[src/rtl/b_powermonitor_v2_00.sv]
// rtl/b_powermonitor_v2_00.sv - rail fault/warn debounce, sticky status and power-good.
// Raw conditions are sampled once per scan; all outputs derive from registered state.
module b_powermonitor_v2_00 #(
  parameter int NumConverters = 8,
  parameter int PgoodConfig   = 0,
  parameter int FaultDebounce = 3,
  parameter int WarnDebounce  = 2
) (
  input  logic                     clock,
  input  logic                     reset,
  input  logic                     conv_done,
  input  logic [NumConverters-1:0] fault_raw,
  input  logic [NumConverters-1:0] warn_raw,
  input  logic [NumConverters-1:0] fault_mask,
  input  logic                     fault_clear,
  output logic                     fault,
  output logic                     warn,
  output logic                     eoc,
  output logic [31:0]              pgood_bus,
  output logic [31:0]              fault_status
);

  localparam int CntW = (NumConverters > 1) ? $clog2(NumConverters) : 1;
  localparam logic [CntW-1:0] LastRail = CntW'(NumConverters - 1);
  localparam logic [3:0] FaultLim = 4'(FaultDebounce);
  localparam logic [3:0] WarnLim  = 4'(WarnDebounce);

  logic [CntW-1:0]          scan_cnt_q, scan_cnt_d;
  logic                     eoc_q, eoc_d;
  logic                     valid_q, valid_d;
  logic [3:0]               fcnt_q [NumConverters];
  logic [3:0]               fcnt_d [NumConverters];
  logic [3:0]               wcnt_q [NumConverters];
  logic [3:0]               wcnt_d [NumConverters];
  logic [NumConverters-1:0] ffilt_q, ffilt_d;
  logic [NumConverters-1:0] wfilt_q, wfilt_d;
  logic [NumConverters-1:0] status_q, status_d;
  logic                     scan_end;

  always_comb begin
    scan_end   = conv_done && (scan_cnt_q == LastRail);
    scan_cnt_d = scan_cnt_q;
    if (conv_done) begin
      scan_cnt_d = scan_end ? '0 : scan_cnt_q + 1'b1;
    end
    eoc_d   = scan_end;
    valid_d = valid_q | scan_end;
    ffilt_d = ffilt_q;
    wfilt_d = wfilt_q;
    for (int i = 0; i < NumConverters; i++) begin
      fcnt_d[i] = fcnt_q[i];
      wcnt_d[i] = wcnt_q[i];
      if (scan_end) begin
        if (fault_raw[i]) fcnt_d[i] = (fcnt_q[i] >= FaultLim) ? FaultLim : fcnt_q[i] + 4'd1;
        else              fcnt_d[i] = 4'd0;
        if (warn_raw[i])  wcnt_d[i] = (wcnt_q[i] >= WarnLim) ? WarnLim : wcnt_q[i] + 4'd1;
        else              wcnt_d[i] = 4'd0;
        ffilt_d[i] = (fcnt_d[i] == FaultLim);
        wfilt_d[i] = (wcnt_d[i] == WarnLim);
      end
    end
    // Clear only drops rails whose filtered fault is gone; a concurrent set always wins.
    status_d = status_q;
    if (fault_clear) status_d = status_q & ffilt_d;
    status_d = status_d | (ffilt_d & ~fault_mask);
  end

  always_ff @(posedge clock or posedge reset) begin
    if (reset) begin
      scan_cnt_q <= '0;
      eoc_q      <= 1'b0;
      valid_q    <= 1'b0;
      ffilt_q    <= '0;
      wfilt_q    <= '0;
      status_q   <= '0;
      for (int i = 0; i < NumConverters; i++) begin
        fcnt_q[i] <= 4'd0;
        wcnt_q[i] <= 4'd0;
      end
    end else begin
      scan_cnt_q <= scan_cnt_d;
      eoc_q      <= eoc_d;
      valid_q    <= valid_d;
      ffilt_q    <= ffilt_d;
      wfilt_q    <= wfilt_d;
      status_q   <= status_d;
      for (int i = 0; i < NumConverters; i++) begin
        fcnt_q[i] <= fcnt_d[i];
        wcnt_q[i] <= wcnt_d[i];
      end
    end
  end

  assign fault = |status_q;
  assign warn  = |(wfilt_q & ~fault_mask);
  assign eoc   = eoc_q;

  always_comb begin
    fault_status                      = '0;
    fault_status[NumConverters-1:0]   = status_q;
    pgood_bus                         = '0;
    if (PgoodConfig == 1) begin
      if (valid_q) pgood_bus[NumConverters-1:0] = ~status_q;
    end else begin
      pgood_bus[0] = valid_q & ~(|status_q);
    end
  end

endmodule

[config.mk]
export PLATFORM = sky130hd
export DESIGN_NAME = b_powermonitor_v2_00
export DESIGN_NICKNAME = d
export VERILOG_FILES = /design/src/rtl/b_powermonitor_v2_00.sv
export SDC_FILE = /design/constraint.sdc
export NUM_CORES = 1
export LEC_CHECK = 0
export CAP_MARGIN = 20
export CORE_UTILIZATION = 43
export DETAILED_ROUTE_END_ITERATION = 12
export PLACE_DENSITY = 0.68
export SETUP_SLACK_MARGIN = 0.1
export SYNTH_ARGS = -nofsm -noshare
export SYNTH_HDL_FRONTEND = slang
export SYNTH_SLANG_ARGS = --single-unit
[constraint.sdc]
create_clock -name clock -period 7.1 [get_ports clock]
set_input_delay 0.71 -clock clock [delete_from_list [all_inputs] [get_ports clock]]
set_output_delay 0.71 -clock clock [all_outputs]
set_load 0.05 [all_outputs]
==> results of run 1 <==
[synthesized netlist by cell type]
| library cell | instances |
|---|---|
| nand2_2 | 1 |
| nor3_1 | 8 |
| mux2_2 | 1 |
| nor2_1 | 2 |
| and2_1 | 31 |
| buf_2 | 9 |
| nand4_1 | 6 |
| inv_1 | 21 |
| buf_6 | 1 |
| nor4_1 | 10 |
| nor2b_1 | 1 |
| nand2b_1 | 16 |
| ha_1 | 26 |
| a21o_1 | 16 |
| conb_1 | 1 |
| inv_2 | 1 |
| nor4_2 | 8 |
| o21ai_0 | 29 |
| and3_1 | 8 |
| o31a_1 | 8 |
| a221o_1 | 8 |
| clkbuf_1 | 3 |
| o21ai_1 | 4 |
| o22ai_1 | 12 |
| nand2_1 | 38 |
| a22oi_1 | 1 |
| nand3_1 | 18 |
| or4_1 | 1 |
| buf_4 | 56 |
| dfrtp_1 | 93 |
| a21oi_1 | 16 |
[layer usage]
metal | GRT usage | wire length [µm]
met4 | 0.05952 | 99
met3 | 0.02759 | 361
met5 | 0 | 0
met2 | 0.2532 | 3854
met1 | 0.2204 | 4082
[critical path: cells and delay by family]
| family | cells | cell delay (ns) |
|---|---|---|
| buf+inv | 2 | 1.21 |
| compound gates | 1 | 0.16 |
| simple gates | 1 | 0.52 |
[path summary, 6_finish.rpt]
path | to | slack (ns) | cells past startpoint
setup / recovery | warn | 3.79 | 4
setup reg to reg | status_q[1]$_DFF_PP0_ | 4.81 | 6
min in group asynchronous | fcnt_q[18]$_DFFE_PP0N_ | 0.78 | 2
hold / removal | valid_q$_DFF_PP0_ | 0.45 | 2
hold reg to reg | valid_q$_DFF_PP0_ | 0.45 | 2
max in group asynchronous | wcnt_q[3]$_DFFE_PP0N_ | 5.23 | 3
[power by group through the flow]
stage | registers [mW] | logic [mW] | clock network, mW
global placement | 0.759 | 0.700 | 0
floorplan | 0.780 | 0.553 | 0
CTS | 0.755 | 0.727 | 0.400
detailed placement | 0.765 | 0.724 | 0
global route | 0.774 | 0.807 | 0.422
finish | 0.755 | 0.725 | 0.389
[state kept, by name (all words and copies together), names as in the netlist]
signal,cells
wfilt_q,8
eoc,1
ffilt_q,8
scan_cnt_q,3
status_q,8
fcnt_q,32
valid_q,1
wcnt_q,32
[cell type report]
| class | instances | share of cell area |
|---|---|---|
| Sequential cell | 93 | 0.4481 |
| Multi-Input combinational cell | 324 | 0.3823 |
| Timing Repair Buffer | 41 | 0.07805 |
| Tap cell | 136 | 0.03276 |
| Clock buffer | 9 | 0.02385 |
| Clock inverter | 7 | 0.01879 |
| Inverter | 22 | 0.01614 |
[through the flow]
stage	instance area [µm²]	utilization	power, mW
2_1_floorplan	4883	-	1.333
3_3_place_gp	4972	0.4774	1.459
3_5_place_dp	4972	0.4774	1.489
4_1_cts	5194	0.4986	1.882
5_1_grt	5194	0.4986	2.003
6_report	5194	0.4986	1.868
[kinds of logic after synthesis]
group,after synthesis
AOI/OAI and AO/OA,94
adders and majority gates,26
buffers and inverters,91
DFF,93
muxes,1
other,1
and+or+nand+nor,148
==> results.json, run 1 <==
{
  "cpPeakStageDelay_ns": 0.72,
  "synth.mux.area_fraction": 0.002406,
  "grt_antenna_before_repair": 0,
  "synth_simple_gate_area_share": 0.1804,
  "net-switching-power_mw": 0.7206,
  "startpoint": "fault_mask[0]",
  "via_count_of_the_first_global_routing_pass": 2997,
  "crit_path_start_kind": "primary input",
  "clock.fmax_mhz": 302.1,
  "antenna_left": 0,
  "routabilityCongestion": 0.8053,
  "setup_repair_after_global_routing_missed_its_margin": "false",
  "insertedDiodeCount": 0,
  "dp_cells": 616,
  "cts_hold_buf": 0,
  "syn-mean-instance-area_um2": 10.31,
  "postCtsSetupBuffers": 0,
  "grtUsageTotal": 0.1603,
  "synth-warning-count": 0,
  "post-route-period-util": 0.4662,
  "worst_hold_path_type": "flop to flop",
  "finalWorstPathRequiredPeriod_ns": 3.310,
  "ff_latch_area_um2": 2327,
  "power.sequential.fraction": 0.404,
  "hold_start": "valid_q$_DFF_PP0_",
  "clockRootBuffer": "clkbuf_8",
  "drive_gt1_frac": 0.06048,
  "place_worst_setup_slack_ns": 3.800,
  "grt_start_max_net_pins": 69,
  "post_synthesis_cell_area_um2": 4681,
  "portion_of_the_post_synthesis_area_used_by_sequential_elements": 0.4972,
  "overflow": 0,
  "post_route_drc_violation_count": 0,
  "cts_resized": 0,
  "port-buffer-count": 39,
  "final_cell_mix": "dfrtp_1 (93), conb_1 (55), clkdlybuf4s50_1 (39)",
  "endpoint_kind": "output port",
  "initial_utilization": 0.4494,
  "core_area_um2": 10420,
  "synth_adder_area_share": 0.06950,
  "die_width_um": 106.3,
  "worst-endpoint-arrival_ns": 2.60,
  "combinational_family_with_the_most_area_after_synthesis": "simple AND/OR/NAND/NOR gates",
  "netSwitchingFraction": 0.3857,
  "p_clk_frac": 0.208,
  "multi_input_area_um2": 1986,
  "p_comb_frac": 0.388,
  "clockBufferDepth": 2,
  "library_cell_occupying_the_most_area_in_the_post_synthesis_netlist": "dfrtp_1",
  "avgViaCountPerCell": 4.997,
  "dieHeight_um": 106.3,
  "power_per_cell_area_nw_per_um2": 359.7,
  "finalMaxSlewViolations": 0,
  "final_critical_path_setup_slack_ns": 3.790,
  "irDropWorstVdd_mv": 0.3431,
  "slew-limit-headroom": 0.5098,
  "critical_path.slowest_cell": "clkdlybuf4s50_1",
  "drt_first_iter_violations": 100,
  "grt_pass1_wl_um": 14310,
  "post_drt_wl_per_cell_um": 13.29,
  "clkSlewWorstSetupHoldPaths_ns": 0.09,
  "tns_ns": 0,
  "std_cell_rows": 37,
  "tritoncts.num_buffers": 9,
  "reg2reg_from": "scan_cnt_q[0]$_DFFE_PP0P_",
  "drtPass1Iterations": 4,
  "mostFrequentLayoutCell": "dfrtp_1",
  "post_route_worst_hold_slack_ns": 0.4512,
  "areaGrowthSynthToFinish_pct": 10.96,
  "yosys.cell_types.count": 31,
  "internal-power_mw": 1.148,
  "cap_violations": 0,
  "postRouteWirelength_um": 8398,
  "static-leakage-power_nw": 2.609,
  "critical_path.max_fanout": 2,
  "worst_slew_pin_slew_ns": 0.7345,
  "dp_hpwl_um": 5965,
  "worst_path_most_repeated_cell": "clkdlybuf4s50_1",
  "synth_compound_area_frac": 0.1278,
  "ys_top_cells_by_area": "dfrtp_1 (50%), buf_4 (9.0%), ha_1 (7.0%), and2_1 (4.1%), o21ai_0 (3.1%)",
  "crit_type": "primary input to output port",
  "synthDominantCellAreaShare": 0.4972,
  "tritoncts_num_sinks": 93,
  "dr_total_vias": 3158,
  "timing.clock.skew_ns": 0.008993,
  "synth_cells": 454,
  "yosys.area_share.xor_xnor": 0,
  "final-hold-violation-count": 0,
  "report.final.setup_viol": 0,
  "num_io_pins": 95,
  "die_area_um2": 11310,
  "tritoncts": "done",
  "final_nets": 545,
  "fin_cells": 632,
  "later_pin_clock_latency_in_the_skew_report_ns": 0.35,
  "critical_path_required_ns": 6.39,
  "clock_tree.htree_level_count": 3,
  "run_status": "complete, no violations",
  "worstPathCellList": "clkdlybuf4s50_1 -> o22ai_1 -> or4_1 -> clkdlybuf4s50_1",
  "synth-seq-cells": 93,
  "n_fill_cell": 938
}
Note: power is estimated with default switching activity, not from simulation.
==> run 2, diff against run 1 <==
PLACE_DENSITY = 0.7   (was 0.68)
clock period = 2.67 ns   (was 7.1 ns; I/O delays follow)
==> run 2 against run 1 <==
Effect of this change:
- clock skew up 0.0015 ns
- register-to-register slack worse by 4.2 ns
- combinational power rose to 2.7 times the previous value
- critical path depth unchanged
- final cell count grew 0.95%
- critical path type is now flop to output port
- largest power group unchanged
==> results.json, run 2 (same netlist as run 1, synthesis figures left out) <==
{
  "drive_gt1_frac": 0.07171,
  "postRouteWirelength_um": 8666,
  "later_pin_clock_latency_in_the_skew_report_ns": 0.36,
  "endpoint_kind": "output port",
  "run_status": "complete, no violations",
  "critical_path.max_fanout": 2,
  "dp_cells": 623,
  "worst_r2r_endpoint": "wcnt_q[5]$_DFFE_PP0N_",
  "dr_total_vias": 3233,
  "crit_path_start_kind": "flop",
  "tritoncts": "done",
  "finalWorstPathRequiredPeriod_ns": 2.475,
  "worst_hold_path_type": "primary input to async pin",
  "clockRootBuffer": "clkbuf_8",
  "reg2reg_from": "scan_cnt_q[0]$_DFFE_PP0P_",
  "ff_latch_area_um2": 2327,
  "reg2regPathDepth": 7,
  "cap_violations": 0,
  "slew-limit-headroom": 0.6472,
  "initial_utilization": 0.4494,
  "mostFrequentLayoutCell": "dfrtp_1",
  "post_drt_wl_per_cell_um": 13.58,
  "crit_type": "flop to output port",
  "worst-endpoint-arrival_ns": 2.21,
  "dp_hpwl_um": 6237,
  "worst_slew_pin_slew_ns": 0.5275,
  "total_power_mw": 4.966,
  "die_area_um2": 11310,
  "insertedDiodeCount": 0,
  "via_count_of_the_first_global_routing_pass": 3141,
  "drt_first_iter_violations": 115,
  "power.sequential.fraction": 0.405,
  "static-leakage-power_nw": 2.644,
  "postCtsSetupBuffers": 0,
  "dieHeight_um": 106.3,
  "grtUsageTotal": 0.1676,
  "port-buffer-count": 39,
  "netSwitchingFraction": 0.3840,
  "drtPass1Iterations": 4,
  "fin_cells": 638,
  "antenna_left": 0,
  "avgViaCountPerCell": 5.067,
  "tritoncts.num_buffers": 9,
  "setup_repair_after_global_routing_missed_its_margin": "false",
  "clockBufferDepth": 2,
  "final-hold-violation-count": 0,
  "net-switching-power_mw": 1.907,
  "grt_start_max_net_pins": 86,
  "regToRegSetupSlack_ns": 0.65,
  "grt_pass1_wl_um": 14860,
  "final_cell_mix": "dfrtp_1 (93), conb_1 (55), nand2_1 (38), clkdlybuf4s50_1 (38), and2_1 (31)",
  "final_nets": 552,
  "std_cell_rows": 37,
  "layout_top_registers": "fcnt_q: 32 flops, wcnt_q: 32 flops",
  "post-route-period-util": 0.9269,
  "tns_ns": 0,
  "num_io_pins": 95,
  "multi_input_area_um2": 1986,
  "post_route_worst_hold_slack_ns": 0.1958,
  "die_width_um": 106.3,
  "report.final.setup_viol": 0,
  "power_per_cell_area_nw_per_um2": 945.0,
  "grt_antenna_before_repair": 0,
  "internal-power_mw": 3.059,
  "finalMaxSlewViolations": 0,
  "post_route_drc_violation_count": 0,
  "p_clk_frac": 0.203,
  "clock.fmax_mhz": 404.1,
  "critical_path_required_ns": 2.40,
  "clock_tree.htree_level_count": 3,
  "overflow": 0,
  "core_area_um2": 10420,
  "tritoncts_num_sinks": 93,
  "clkSlewWorstSetupHoldPaths_ns": 0.09,
  "timing.clock.skew_ns": 0.01050,
  "n_fill_cell": 969,
  "routabilityCongestion": 0.7506,
  "p_comb_frac": 0.392,
  "areaGrowthSynthToFinish_pct": 12.27,
  "irDropWorstVdd_mv": 0.6897
}
## run 2: per-stage QoR
step / utilization / area (µm²) / setup WS, ns
2_1_floorplan: - / 4887 / 0.3993
3_5_place_dp: 0.4838 / 5040 / 0.2384
4_1_cts: 0.5043 / 5253 / 0.1734
5_1_grt: 0.5045 / 5255 / 0.1348
6_report: 0.5045 / 5255 / 0.1951
3_3_place_gp: 0.4838 / 5040 / 0.2594
## run 2: critical path, cell delays in order (launching register included)
cell and delay (ns):
dfrtp_1 0.37, inv_1 0.08, o22ai_1 0.15, or4_1 0.53, clkdlybuf4s50_1 0.72
## run 2: power by group through the flow
stage               sequential (mW)  clock (mW)  combinational [mW]
floorplan                      2.07           0                1.47
global placement               2.01           0                1.88
detailed placement             2.03           0                1.95
CTS                            2.01        1.04                1.96
global route                   2.06        1.09                2.18
finish                         2.01        1.01                1.94
## run 2: routing by layer
layer  up-vias  wire length, µm  share of wire  global-route usage
met2        74             4079           0.47              0.2741
li1       1558                -              -                   -
met1      1590             4189           0.48              0.2236
met5         -                0              0                   0
met3        11              242          0.028             0.02207
met4         0              155          0.018             0.06944
## run 2: how the worst max path moves through the flow
stage,startpoint,depth (start not counted),to,slack (ns)
after floorplan,status_q[6]$_DFF_PP0_,3,pgood_bus[0],0.40
after global placement,fault_mask[0],4,warn,0.26
after detailed placement,fault_mask[0],4,warn,0.24
after CTS,wfilt_q[0]$_DFFE_PP0N_,4,warn,0.17
after global routing,wfilt_q[0]$_DFFE_PP0N_,4,warn,0.13
final,wfilt_q[0]$_DFFE_PP0N_,4,warn,0.20
## run 2: what timing repair did
item,in CTS,in global routing
endpoints found under the hold margin,0,0
endpoints found under the setup margin,0,1
hold buffers,0,0
resized for setup,0,1
## run 2: layout make-up
class	instances	share of cell area
tap	136	0.03238
inverter	22	0.01643
multi-input combinational	324	0.3779
clock buffer	9	0.02357
sequential	93	0.4429
timing repair buffer	48	0.09000
clock inverter	6	0.01690
==> run 3, diff against run 2 <==
MAX_ROUTING_LAYER = met4   (was unset)
==> run 3 against run 2 <==
Effect of this change:
- utilization is the same
- maximum frequency is essentially flat
- register-to-register slack is essentially flat
- non-clock buffer count is the same
- highest routed layer unchanged
- worst setup slack is essentially flat
- critical endpoint unchanged
- final cell count is the same
==> results.json, run 3 (same netlist as run 1, synthesis figures left out) <==
{
  "run_status": "complete, no violations",
  "post_drt_wl_per_cell_um": 13.58,
  "power_per_cell_area_nw_per_um2": 944.8,
  "die_width_um": 106.3,
  "cap_violations": 0,
  "clockBufferDepth": 2,
  "finalWorstPathRequiredPeriod_ns": 2.475,
  "std_cell_rows": 37,
  "dp_cells": 623,
  "num_io_pins": 95,
  "drt_first_iter_violations": 120,
  "clockRootBuffer": "clkbuf_8",
  "tritoncts": "done",
  "antenna_left": 0,
  "worst_slew_pin_slew_ns": 0.5275,
  "dieHeight_um": 106.3,
  "core_area_um2": 10420,
  "postCtsSetupBuffers": 0,
  "insertedDiodeCount": 0,
  "areaGrowthSynthToFinish_pct": 12.27,
  "dp_hpwl_um": 6237,
  "reg2regPathDepth": 7,
  "clock_tree.htree_level_count": 3,
  "place_worst_setup_slack_ns": 0.2384,
  "grt_pass1_wl_um": 14860,
  "tns_ns": 0,
  "routabilityCongestion": 0.7602,
  "grt_antenna_before_repair": 0,
  "drive_gt1_frac": 0.07171,
  "crit_type": "flop to output port",
  "critical_path_required_ns": 2.40,
  "clkSlewWorstSetupHoldPaths_ns": 0.09,
  "irDropWorstVdd_mv": 0.6896,
  "post_route_drc_violation_count": 0,
  "post-route-period-util": 0.9270,
  "worst_hold_path_type": "primary input to async pin",
  "final_nets": 552,
  "dr_total_vias": 3235,
  "tritoncts.num_buffers": 9,
  "later_pin_clock_latency_in_the_skew_report_ns": 0.36,
  "critical_path.max_fanout": 2,
  "endpoint_kind": "output port",
  "timing.clock.skew_ns": 0.01091,
  "place_area_um2": 5040,
  "finalMaxSlewViolations": 0,
  "report.final.setup_viol": 0,
  "initial_utilization": 0.4494,
  "worst-endpoint-arrival_ns": 2.21,
  "fin_cells": 638,
  "grtUsageTotal": 0.1724,
  "via_count_of_the_first_global_routing_pass": 3141,
  "clock.fmax_mhz": 404.0,
  "final_cell_mix": "dfrtp_1 (93), conb_1 (55), nand2_1 (38), clkdlybuf4s50_1 (38), and2_1 (31)",
  "port-buffer-count": 39,
  "static-leakage-power_nw": 2.644,
  "die_area_um2": 11310,
  "postRouteWirelength_um": 8666,
  "drtPass1Iterations": 4,
  "grt_start_max_net_pins": 86,
  "slew-limit-headroom": 0.6472,
  "avgViaCountPerCell": 5.071,
  "mostFrequentLayoutCell": "dfrtp_1",
  "crit_path_start_kind": "flop",
  "final_critical_path_setup_slack_ns": 0.1950,
  "finish.utilization": 0.5045,
  "setup_repair_after_global_routing_missed_its_margin": "false",
  "overflow": 0,
  "final-hold-violation-count": 0,
  "layout_top_registers": "fcnt_q: 32 flops, wcnt_q: 32 flops",
  "tritoncts_num_sinks": 93,
  "design_area_um2": 5255
}
[run 3: final timing paths]
kind / slack (ns) / to / from
min reg2reg: 0.46 / valid_q$_DFF_PP0_ / valid_q$_DFF_PP0_
min: 0.20 / fcnt_q[18]$_DFFE_PP0N_ / reset
max reg2reg: 0.65 / wcnt_q[5]$_DFFE_PP0N_ / scan_cnt_q[0]$_DFFE_PP0P_
max in group asynchronous: 1.76 / wfilt_q[1]$_DFFE_PP0N_ / reset
min in group clock: 0.46 / valid_q$_DFF_PP0_ / valid_q$_DFF_PP0_
max: 0.20 / warn / wfilt_q[0]$_DFFE_PP0N_
[run 3: report_power, final]
| part | total [mW] | switching (mW) | internal (mW) |
|---|---|---|---|
| Clock | 1.01 | 0.487 | 0.522 |
| Sequential | 2.01 | 0.260 | 1.75 |
| Combinational | 1.94 | 1.16 | 0.786 |
[run 3: layout make-up]
| cell class | instances | area, µm² |
|---|---|---|
| fill | 969 | 5161 |
| sequential | 93 | 2327 |
| clock buffer | 9 | 123.9 |
| inverter | 22 | 86.33 |
| tap | 136 | 170.2 |
| timing repair buffer | 48 | 473.0 |
| multi-input combinational | 324 | 1986 |
| clock inverter | 6 | 88.84 |
[run 3: worst max-delay path, cell delays in order (launching register included)]
cell and delay (ns):
dfrtp_1 0.37, inv_1 0.08, o22ai_1 0.15, or4_1 0.53, clkdlybuf4s50_1 0.72
[run 3: through the flow]
| stage | hold WS (ns) | power [mW] |
|---|---|---|
| after global placement | 0.4314 | 3.885 |
| final | 0.1970 | 4.965 |
| after detailed placement | 0.4365 | 3.983 |
| after floorplan | 0.4058 | 3.545 |
| after CTS | 0.1927 | 5.008 |
| after global routing | 0.1976 | 5.329 |
[run 3: layer usage]
| layer | global-route usage | part of all wire | up-vias |
|---|---|---|---|
| met5 | - | 0 | - |
| met4 | 0.06944 | 0.015 | 0 |
| met1 | 0.2236 | 0.48 | 1590 |
| li1 | - | - | 1555 |
| met2 | 0.2741 | 0.47 | 80 |
| met3 | 0.02207 | 0.030 | 10 |
[run 3: timing repair]
action,4_1_cts,5_1_grt
hold endpoints to repair,0,0
gates resized for setup,0,1
setup endpoints to repair,0,1
hold buffers,0,0
